===== config.mk =====
export PLATFORM = sky130hd
export DESIGN_NAME = image_blitter_flat
export DESIGN_NICKNAME = d
export VERILOG_FILES = /design/src/rtl/image_blitter_if.sv /design/src/rtl/image_blitter.sv /design/src/flat_wrapper.sv
export SDC_FILE = /design/constraint.sdc
export NUM_CORES = 1
export LEC_CHECK = 0
export CAP_MARGIN = 30
export CORE_AREA = 2 2 98 72
export CTS_CLUSTER_DIAMETER = 60
export DETAILED_ROUTE_END_ITERATION = 10
export DIE_AREA = 0 0 100 74
export DONT_BUFFER_PORTS = 1
export PLACE_DENSITY = 0.57
export SLEW_MARGIN = 10
export SYNTH_ARGS = -nofsm -noshare
export SYNTH_HDL_FRONTEND = slang
export SYNTH_SLANG_ARGS = --single-unit

===== constraint.sdc =====
create_clock -name CLOCK_50 -period 5.57 [get_ports CLOCK_50]
set_clock_uncertainty 0.15 [all_clocks]
set_input_delay 0.557 -clock CLOCK_50 [delete_from_list [all_inputs] [get_ports CLOCK_50]]
set_output_delay 0.557 -clock CLOCK_50 [all_outputs]
set_load 0.01 [all_outputs]

===== src/rtl/image_blitter_if.sv =====
// image_blitter_if: control, ROM and VGA-side signals of the image blitter
// Groups the blit handshake (start/img_sel/busy/done), the shared ROM port
// (rom_addr/rom_q) and the pixel stream (x/y/colour/plot).
// slave modport: the blitter itself; master modport: the surrounding system
// (game FSM, ROMs, VGA adapter). With TRANSPARENT_EN defined the interface
// also carries key_colour/key_on for colour-keyed plotting.
interface image_blitter_if #(
  parameter int X_W      = 8,
  parameter int Y_W      = 7,
  parameter int COLOUR_W = 3,
  parameter int NUM_IMG  = 4,
  parameter int SEL_W    = 2,
  parameter int ADDR_W   = 15
);
  logic                        start;
  logic [SEL_W-1:0]            img_sel;
  logic [ADDR_W-1:0]           rom_addr;
  logic [NUM_IMG*COLOUR_W-1:0] rom_q;
  logic [X_W-1:0]              x;
  logic [Y_W-1:0]              y;
  logic [COLOUR_W-1:0]         colour;
  logic                        plot;
  logic                        busy;
  logic                        done;
`ifdef TRANSPARENT_EN
  logic [COLOUR_W-1:0]         key_colour;
  logic                        key_on;
  modport slave (input start, img_sel, rom_q, key_colour, key_on,
                 output rom_addr, x, y, colour, plot, busy, done);
  modport master (output start, img_sel, rom_q, key_colour, key_on,
                  input rom_addr, x, y, colour, plot, busy, done);
`else
  modport slave (input start, img_sel, rom_q,
                 output rom_addr, x, y, colour, plot, busy, done);
  modport master (output start, img_sel, rom_q,
                  input rom_addr, x, y, colour, plot, busy, done);
`endif
endinterface


===== src/rtl/image_blitter.sv =====
// image_blitter: full-frame blitter scanning one of NUM_IMG ROM images row-major to a VGA adapter
// Ports:
//   CLOCK_50 - system clock, rising edge
//   reset    - synchronous, active-high
//   bus      - image_blitter_if.slave: start/img_sel in, rom_addr out,
//              rom_q in, x/y/colour/plot out, busy/done out
// Optional feature macro TRANSPARENT_EN: when defined, pixels equal to
// bus.key_colour are not plotted while bus.key_on is high.
module image_blitter #(
  parameter int H_RES    = 160,
  parameter int V_RES    = 120,
  parameter int X_W      = 8,
  parameter int Y_W      = 7,
  parameter int COLOUR_W = 3,
  parameter int NUM_IMG  = 4,
  parameter int SEL_W    = 2,
  parameter int ADDR_W   = 15,
  parameter int ROM_LAT  = 1
) (
  input logic             CLOCK_50,
  input logic             reset,
  image_blitter_if.slave  bus
);
  localparam int CW = ROM_LAT > 1 ? $clog2(ROM_LAT) : 1;
  typedef enum logic [1:0] {IDLE, SCAN, DRAIN, FINISH} state_t;
  state_t state_q, state_d;
  logic [SEL_W-1:0]    sel_q;
  logic [ADDR_W-1:0]   addr_q;
  logic [X_W-1:0]      sx_q;
  logic [Y_W-1:0]      sy_q;
  logic [CW-1:0]       dcnt_q;
  logic [X_W-1:0]      dx_q [ROM_LAT];
  logic [Y_W-1:0]      dy_q [ROM_LAT];
  logic [ROM_LAT-1:0]  dv_q;
  logic [X_W-1:0]      x_q;
  logic [Y_W-1:0]      y_q;
  logic [COLOUR_W-1:0] colour_q;
  logic                plot_q, busy_q, done_q;
  logic                plot_d, busy_d, done_d;
  logic                last, row_end, accept;
  logic [COLOUR_W-1:0] pix [NUM_IMG];
  logic [COLOUR_W-1:0] pix_sel;
  for (genvar i = 0; i < NUM_IMG; i++) begin : g_pix
    assign pix[i] = bus.rom_q[i*COLOUR_W +: COLOUR_W];
  end
  assign row_end = sx_q == X_W'(H_RES - 1);
  assign last    = row_end && sy_q == Y_W'(V_RES - 1);
  assign accept  = state_q == IDLE && bus.start;
  always_ff @(posedge CLOCK_50) begin
    if (reset) state_q <= IDLE;
    else       state_q <= state_d;
  end
  always_comb begin
    state_d = state_q == IDLE  ? (bus.start ? SCAN : IDLE) :
              state_q == SCAN  ? (last ? DRAIN : SCAN) :
              state_q == DRAIN ? (dcnt_q == CW'(ROM_LAT - 1) ? FINISH : DRAIN) :
                                 IDLE;
  end
  always_comb begin
    busy_d  = state_d != IDLE;
    done_d  = state_q == FINISH;
    pix_sel = pix[sel_q];
`ifdef TRANSPARENT_EN
    plot_d  = dv_q[ROM_LAT-1] && !(bus.key_on && pix_sel == bus.key_colour);
`else
    plot_d  = dv_q[ROM_LAT-1];
`endif
  end
  // Scan counters and a ROM_LAT-deep delay line that lines x/y/valid up with
  // rom_q; the output stage then registers everything together.
  always_ff @(posedge CLOCK_50) begin
    if (reset) begin
      sel_q    <= '0;
      addr_q   <= '0;
      sx_q     <= '0;
      sy_q     <= '0;
      dcnt_q   <= '0;
      dv_q     <= '0;
      for (int i = 0; i < ROM_LAT; i++) begin
        dx_q[i] <= '0;
        dy_q[i] <= '0;
      end
      x_q      <= '0;
      y_q      <= '0;
      colour_q <= '0;
      plot_q   <= 1'b0;
      busy_q   <= 1'b0;
      done_q   <= 1'b0;
    end else begin
      if (accept) begin
        sel_q  <= 32'(bus.img_sel) < NUM_IMG ? bus.img_sel : '0;
        addr_q <= '0;
        sx_q   <= '0;
        sy_q   <= '0;
      end else if (state_q == SCAN && !last) begin
        addr_q <= addr_q + 1'b1;
        sx_q   <= row_end ? '0 : sx_q + 1'b1;
        sy_q   <= row_end ? sy_q + 1'b1 : sy_q;
      end
      dcnt_q  <= state_q == DRAIN ? dcnt_q + 1'b1 : '0;
      dv_q[0] <= state_q == SCAN;
      dx_q[0] <= sx_q;
      dy_q[0] <= sy_q;
      for (int i = 1; i < ROM_LAT; i++) begin
        dv_q[i] <= dv_q[i-1];
        dx_q[i] <= dx_q[i-1];
        dy_q[i] <= dy_q[i-1];
      end
      x_q      <= dx_q[ROM_LAT-1];
      y_q      <= dy_q[ROM_LAT-1];
      colour_q <= pix_sel;
      plot_q   <= plot_d;
      busy_q   <= busy_d;
      done_q   <= done_d;
    end
  end
  assign bus.rom_addr = addr_q;
  assign bus.x        = x_q;
  assign bus.y        = y_q;
  assign bus.colour   = colour_q;
  assign bus.plot     = plot_q;
  assign bus.busy     = busy_q;
  assign bus.done     = done_q;
endmodule


===== src/flat_wrapper.sv =====
// flat-port wrapper written by rule: the top's interface ports become plain ports
module image_blitter_flat 
#(
  parameter int H_RES    = 160,
  parameter int V_RES    = 120,
  parameter int X_W      = 8,
  parameter int Y_W      = 7,
  parameter int COLOUR_W = 3,
  parameter int NUM_IMG  = 4,
  parameter int SEL_W    = 2,
  parameter int ADDR_W   = 15,
  parameter int ROM_LAT  = 1
)
  (CLOCK_50, reset, bus_start, bus_img_sel, bus_rom_q, bus_rom_addr, bus_x, bus_y, bus_colour, bus_plot, bus_busy, bus_done);
  image_blitter_if #(.X_W(X_W), .Y_W(Y_W), .COLOUR_W(COLOUR_W), .NUM_IMG(NUM_IMG), .SEL_W(SEL_W), .ADDR_W(ADDR_W)) bus_i ();
  input logic CLOCK_50;
  input logic reset;
  input wire logic [$bits(bus_i.start)-1:0] bus_start;
  input wire logic [$bits(bus_i.img_sel)-1:0] bus_img_sel;
  input wire logic [$bits(bus_i.rom_q)-1:0] bus_rom_q;
  output wire logic [$bits(bus_i.rom_addr)-1:0] bus_rom_addr;
  output wire logic [$bits(bus_i.x)-1:0] bus_x;
  output wire logic [$bits(bus_i.y)-1:0] bus_y;
  output wire logic [$bits(bus_i.colour)-1:0] bus_colour;
  output wire logic [$bits(bus_i.plot)-1:0] bus_plot;
  output wire logic [$bits(bus_i.busy)-1:0] bus_busy;
  output wire logic [$bits(bus_i.done)-1:0] bus_done;
  assign bus_i.start = bus_start;
  assign bus_i.img_sel = bus_img_sel;
  assign bus_i.rom_q = bus_rom_q;
  assign bus_rom_addr = bus_i.rom_addr;
  assign bus_x = bus_i.x;
  assign bus_y = bus_i.y;
  assign bus_colour = bus_i.colour;
  assign bus_plot = bus_i.plot;
  assign bus_busy = bus_i.busy;
  assign bus_done = bus_i.done;
  image_blitter #(.H_RES(H_RES), .V_RES(V_RES), .X_W(X_W), .Y_W(Y_W), .COLOUR_W(COLOUR_W), .NUM_IMG(NUM_IMG), .SEL_W(SEL_W), .ADDR_W(ADDR_W), .ROM_LAT(ROM_LAT)) u_core (.CLOCK_50(CLOCK_50), .reset(reset), .bus(bus_i));
endmodule

### Yosys cells after proc, flatten, opt, wreduce, memory -nomap -nowiden

Memory sizes are Yosys's and may differ from the RTL's. A register that Yosys moved wholly into a read port is not among the register bits.
Index checks and enable logic that the tools add are counted.

| word-level totals | value |
|---|---|
| output and inout bits | 36 |
| bits in registers | 42 |
| word-level logic and storage cells | 53 |
| bits of input ports | 17 |
| RAM bits | 15 |
| bits in read-only memories | 0 |
| memories | 2 |
| latch bits | 0 |

Memory list:

| memory | depth | width | rd ports | clocked after Yosys merged registers in | write ports | line | source |
|---|---|---|---|---|---|---|---|
| u_core.dx_q | 1 | 8 | 1 | 1 | 1 | image_blitter.sv:32 | `logic [X_W-1:0] dx_q [ROM_LAT];` |
| u_core.dy_q | 1 | 7 | 1 | 1 | 1 | image_blitter.sv:33 | `logic [Y_W-1:0] dy_q [ROM_LAT];` |

| cells by class | value |
|---|---|
| reductions and logical operators | 11 |
| mux-type cells | 17 |
| add/sub/neg operators | 4 |
| bitwise operators | 2 |
| div/mod/pow operators | 0 |
| equal/unequal tests | 5 |
| $mul | 0 |
| shift operators | 0 |
| $lt $le $gt $ge | 1 |

Operators by type and width:

| operator | number |
|---|---|
| $mux W8 | 2 |
| $add A15 B1 Y15 const B | 1 |
| $add A8 B1 Y8 const B | 1 |
| $eq A8 B8 Y1 const B | 1 |
| $mux W2 | 4 |
| $reduce_or A8 Y1 | 1 |
| $add A7 B1 Y7 const B | 1 |
| $eq A7 B7 Y1 const B | 1 |
| $mux W1 | 7 |
| $mux W7 | 1 |
| $reduce_or A7 Y1 | 1 |
| $bmux W3 S2 | 1 |
| $mux W3 | 2 |
| $eq A2 B2 Y1 const B | 2 |
| $reduce_or A2 Y1 | 2 |
| $ge A3 B3 Y1 const B | 1 |
| $logic_and A1 B1 Y1 | 3 |
| $not A2 Y3 | 1 |
| $eq A2 B1 Y1 const B | 1 |
| $logic_not A2 Y1 | 1 |
| $reduce_and A2 Y1 | 1 |
| $reduce_bool A2 Y1 | 1 |
| $add A1 B1 Y1 const B | 1 |
| $logic_not A1 Y1 | 1 |
| $not A1 Y1 | 1 |

### Longest topological paths before layout

| logic depth | value |
|---|---|
| word-level depth | 6 |
| gate-level depth with buffers | 8 |
| depth with buffers taken out | 5 |

### Worst setup path before layout

No wires, ideal clock.

| timing path | value |
|---|---|
| path type | register -> register |
| from | register u_core.sy_q[0] |
| to | register u_core.sx_q[2] |
| slack | 3.653 ns |
| setup time | 0.070 ns |
| data arrival time | 1.696 ns |
| required time | 5.350 ns |
| stages on the path, launching flop included | 8 |
| clock period less this slack | 1.917 ns |
| path buffers | 2 |
| path through | dfxtp_1 > ha_1 > and4_1 > and4_4 > buf_6 > buf_6 > or4_1 > a21oi_1 |

| between the ends | value |
|---|---|
| word-level cells in the longest chain between the ends | 4 |

RTL lines:

| element | line | source |
|---|---|---|
| start, declared | image_blitter.sv:30 | `logic [Y_W-1:0] sy_q;` |
| start signal, assigned | image_blitter.sv:98 | `sy_q <= row_end ? sy_q + 1'b1 : sy_q;` |
| $eq A7 B7 Y1 | image_blitter.sv:47 | `assign last = row_end && sy_q == Y_W'(V_RES - 1);` |
| $logic_and A1 B1 Y1 | image_blitter.sv:47 |  |
| $logic_not A1 Y1 | image_blitter.sv:95 | `end else if (state_q == SCAN && !last) begin` |
| $logic_and A1 B1 Y1 | image_blitter.sv:95 |  |
| end signal, assigned | image_blitter.sv:97 | `sx_q <= row_end ? '0 : sx_q + 1'b1;` |
| end, declared | image_blitter.sv:29 | `logic [X_W-1:0] sx_q;` |

Every way passes these cells.
A chain may end at the register's enable or synchronous reset.

### Worst setup path after layout

| timing path | value |
|---|---|
| from | register u_core.state_q[0] |
| to | register u_core.sy_q[3] |

| between the ends | value |
|---|---|
| word-level cells in the longest chain between the ends | 3 |

RTL lines:

| element | line | source |
|---|---|---|
| start, declared | image_blitter.sv:26 | `state_t state_q, state_d;` |
| start signal, assigned | image_blitter.sv:51 | `else state_q <= state_d;` |
| $eq A2 B1 Y1 or $logic_not A2 Y1 (tied branches) | image_blitter.sv:95, image_blitter.sv:48 |  |
| $logic_and A1 B1 Y1 (on tied branches) | image_blitter.sv:95, image_blitter.sv:48 |  |
| $reduce_and A2 Y1 (no line) or $reduce_or A2 Y1 (tied branches) | n/a |  |

Parallel ways exist; a longest one is shown, timed or not.

==> impl_metrics.ini <==
[placed_design]
io_buffer_count = 0
placed_cell_area_mm2 = 0.00283
hpwl_um = 3360
dp.cells = 353
place_congestion = 0.746
place_ws_ns = 3.11

[finish]
area_growth_pct = 7.14
final_layout_size_suffix_gt1_frac = 0.0830
final_common_cell = dfxtp_1
layout_common_cells = dfxtp_1, nor2b_1, a21oi_1
fin_nets = 304
fin_util = 0.468
seqCellArea_mm2 = 0.00144
design_area_mm2 = 0.00304
finalNonFillerCells = 370
multi_input_area_mm2 = 0.00128
insertedDiodeCount = 0
n_fill_cell = 648

[worst_setup_path]
end_kind = register
critPathLaunch = u_core.state_q[0]$_SDFF_PP0_
r2r_end = u_core.sy_q[3]$_SDFFE_PP0P_
cp.required_ns = 5.69
crit_chain = nor2b_1 -> nand3_1 -> or4_1 -> a21oi_1
arrival_ns = 2.60
worstSetupPathType = reg2reg
slowest_delay_ns = 0.66
crit_fanout = 11
startpoint_type = register
worstReg2RegStart = u_core.state_q[0]$_SDFF_PP0_
slowest_stage = nor2b_1
ff2ff_setup_slack_ns = 3.09
rr_worst_depth = 4

[yosys]
synth_top_area_frac = 0.508
synth_compound_area_frac = 0.111
ys_seq_elements = 72
synthCells = 292
synthSimpleGateAreaFrac = 0.275
syn_avg_cell_area_um2 = 9.72
synth_fa_ha_area_frac = 0.0132
synth_top_cell_by_area = dfxtp_1
yosysUniqueCellTypes = 37
seq_area_frac_synth = 0.508
syn_nets = 312
synth-xor-area-share = 0.00617
yosysWarnings = 0
muxShareOfSynthArea = 0.0450
synth_top_family_by_area = simple AND/OR/NAND/NOR gates
synthTopCellsByArea = dfxtp_1, nor2b_1, a21oi_1, or3_1, nand4_1
synth_area_mm2 = 0.00284

[global_routing]
grt_pass1_vias = 1825
grt_pass1_wl_um = 9140
grt_use_total = 0.159
grt_max_degree = 49
grt_overflow = 0
antenna_found_initial = 0

[timing]
fmax_ghz = 0.403
setup_viol = 0
rsz0062_at_grt = no
min_period_ns = 2.48
fin_crit_sh = 0.445
hold_viol = 0
worstMarginPinSlew_ns = 0.745
fin_setup_tns_ns = 0
finalMaxSlewViolations = 0
relSlewSlack = 0.502
worst_slack_ns = 3.09

[status]
status = finished, final reports clean

[worst_hold_path]
min_path_cells = 1
hp-class = in2reg
hold_end = u_core.sel_q[1]$_SDFFE_PP0P_
min_from = reset

[clocking]
cts_tree = yes
clk_latency_ns = 0.35
cts_made_buffers = 9
postCtsSetupRepairBufs = 0
cts_hold_buf = 0
numClockSinks = 72
root_buffer = clkbuf_8
clockBufferDepth = 2
clkSlewWorstSetupHoldPaths_ns = 0.07
cts_resized = 0
h-tree-depth = 3

[floorplanning]
die_w_um = 100
start_util = 0.436
dieArea_mm2 = 0.00740
core_mm2 = 0.00651
io_pins = 53
die_h_um = 74
rows = 25

[detailed_routing]
wl_per_cell_um = 14.2
post-route-drc-count = 0
drt-total-wl_um = 5240
avgViaCountPerCell = 5.54
ant_nets = 0
first_iter_violations = 129
routed-via-count = 2051
first_pass_iters = 4

[pwr]
peakVddDrop_mv = 0.144
leakagePower_nw = 0.995
p_per_area_mw_per_mm2 = 316

[job]
drv_cap = 0
power by group:
part	internal, mW	total, mW	switching [mW]
clock network	0.206	0.400	0.194
logic	0.0129	0.0313	0.0183
registers	0.521	0.529	0.00793
cells in the mapped netlist (all sizes together):
cell	instances
a211oi	1
a21oi	25
and2	2
and3	2
and4	5
and4bb	1
buf	10
clkbuf	10
dfxtp	72
ha	3
inv	3
mux2i	6
mux4	3
nand2	11
nand2b	4
nand3	13
nand3b	1
nand4	11
nor2	9
nor2b	37
nor3	3
nor3b	2
nor4	6
o21a	3
o21ai	13
o311ai	1
o31a	1
o31ai	8
o41ai	2
or2	1
or3	12
or4	9
xnor2	1
xor2	1
critical path: cells and delay by family, from the launching register on:
| kind | cells | cell delay, ns |
|---|---|---|
| flip-flops | 1 | 0.48 |
| AO/OA/AOI/OAI | 1 | 0.15 |
| AND/OR/NAND/NOR | 3 | 1.63 |
flip-flops by register name, indices dropped and copies added, names as in the netlist, 2 cells and up:
name and flops:
u_core.bus.colour 3, u_core.bus.rom_addr 15, u_core.bus.x 8, u_core.bus.y 7, u_core.dx_q 8, u_core.dy_q 7, u_core.sel_q 2, u_core.state_q 2
u_core.sx_q 8, u_core.sy_q 7
layout make-up:
type / instances / area share
multi-input combinational: 197 / 0.421
tap: 81 / 0.0333
inverter: 3 / 0.00370
clock buffer: 9 / 0.0407
timing repair buffer: 1 / 0.00370
sequential: 72 / 0.474
clock inverter: 7 / 0.0239
routing by layer:
layer	up-vias	wire, um	GRT usage
met5	-	0	0
met4	0	29	0.0411
met3	4	343	0.0818
met2	52	2280	0.230
met1	956	2590	0.213
li1	1039	-	-
worst max-delay path by stage:
stage                             endpoint  slack [ns]
2_1_floorplan  u_core.sx_q[2]$_SDFFE_PP0P_        3.65
3_3_place_gp   u_core.sy_q[3]$_SDFFE_PP0P_        3.22
3_5_place_dp   u_core.sy_q[3]$_SDFFE_PP0P_        3.11
4_1_cts        u_core.sy_q[3]$_SDFFE_PP0P_        3.07
5_1_grt        u_core.sy_q[3]$_SDFFE_PP0P_        2.82
6_report       u_core.sy_q[3]$_SDFFE_PP0P_        3.09
kinds of logic after synthesis:
| family | Yosys count |
|---|---|
| DFF | 72 |
| xor gates and xnor gates | 2 |
| muxes | 9 |
| and+or+nand+nor | 129 |
| AOI/OAI and AO/OA | 54 |
| buffers and inverters | 23 |
| adders and majority gates | 3 |
stage by stage:
stage          hold slack (ns)  total power, mW
6_report                 0.132            0.960
5_1_grt                 0.0952             1.01
4_1_cts                  0.112            0.974
3_5_place_dp             0.274            0.571
3_3_place_gp             0.273            0.570
2_1_floorplan            0.264            0.569
(Power assumes the default switching activity.)
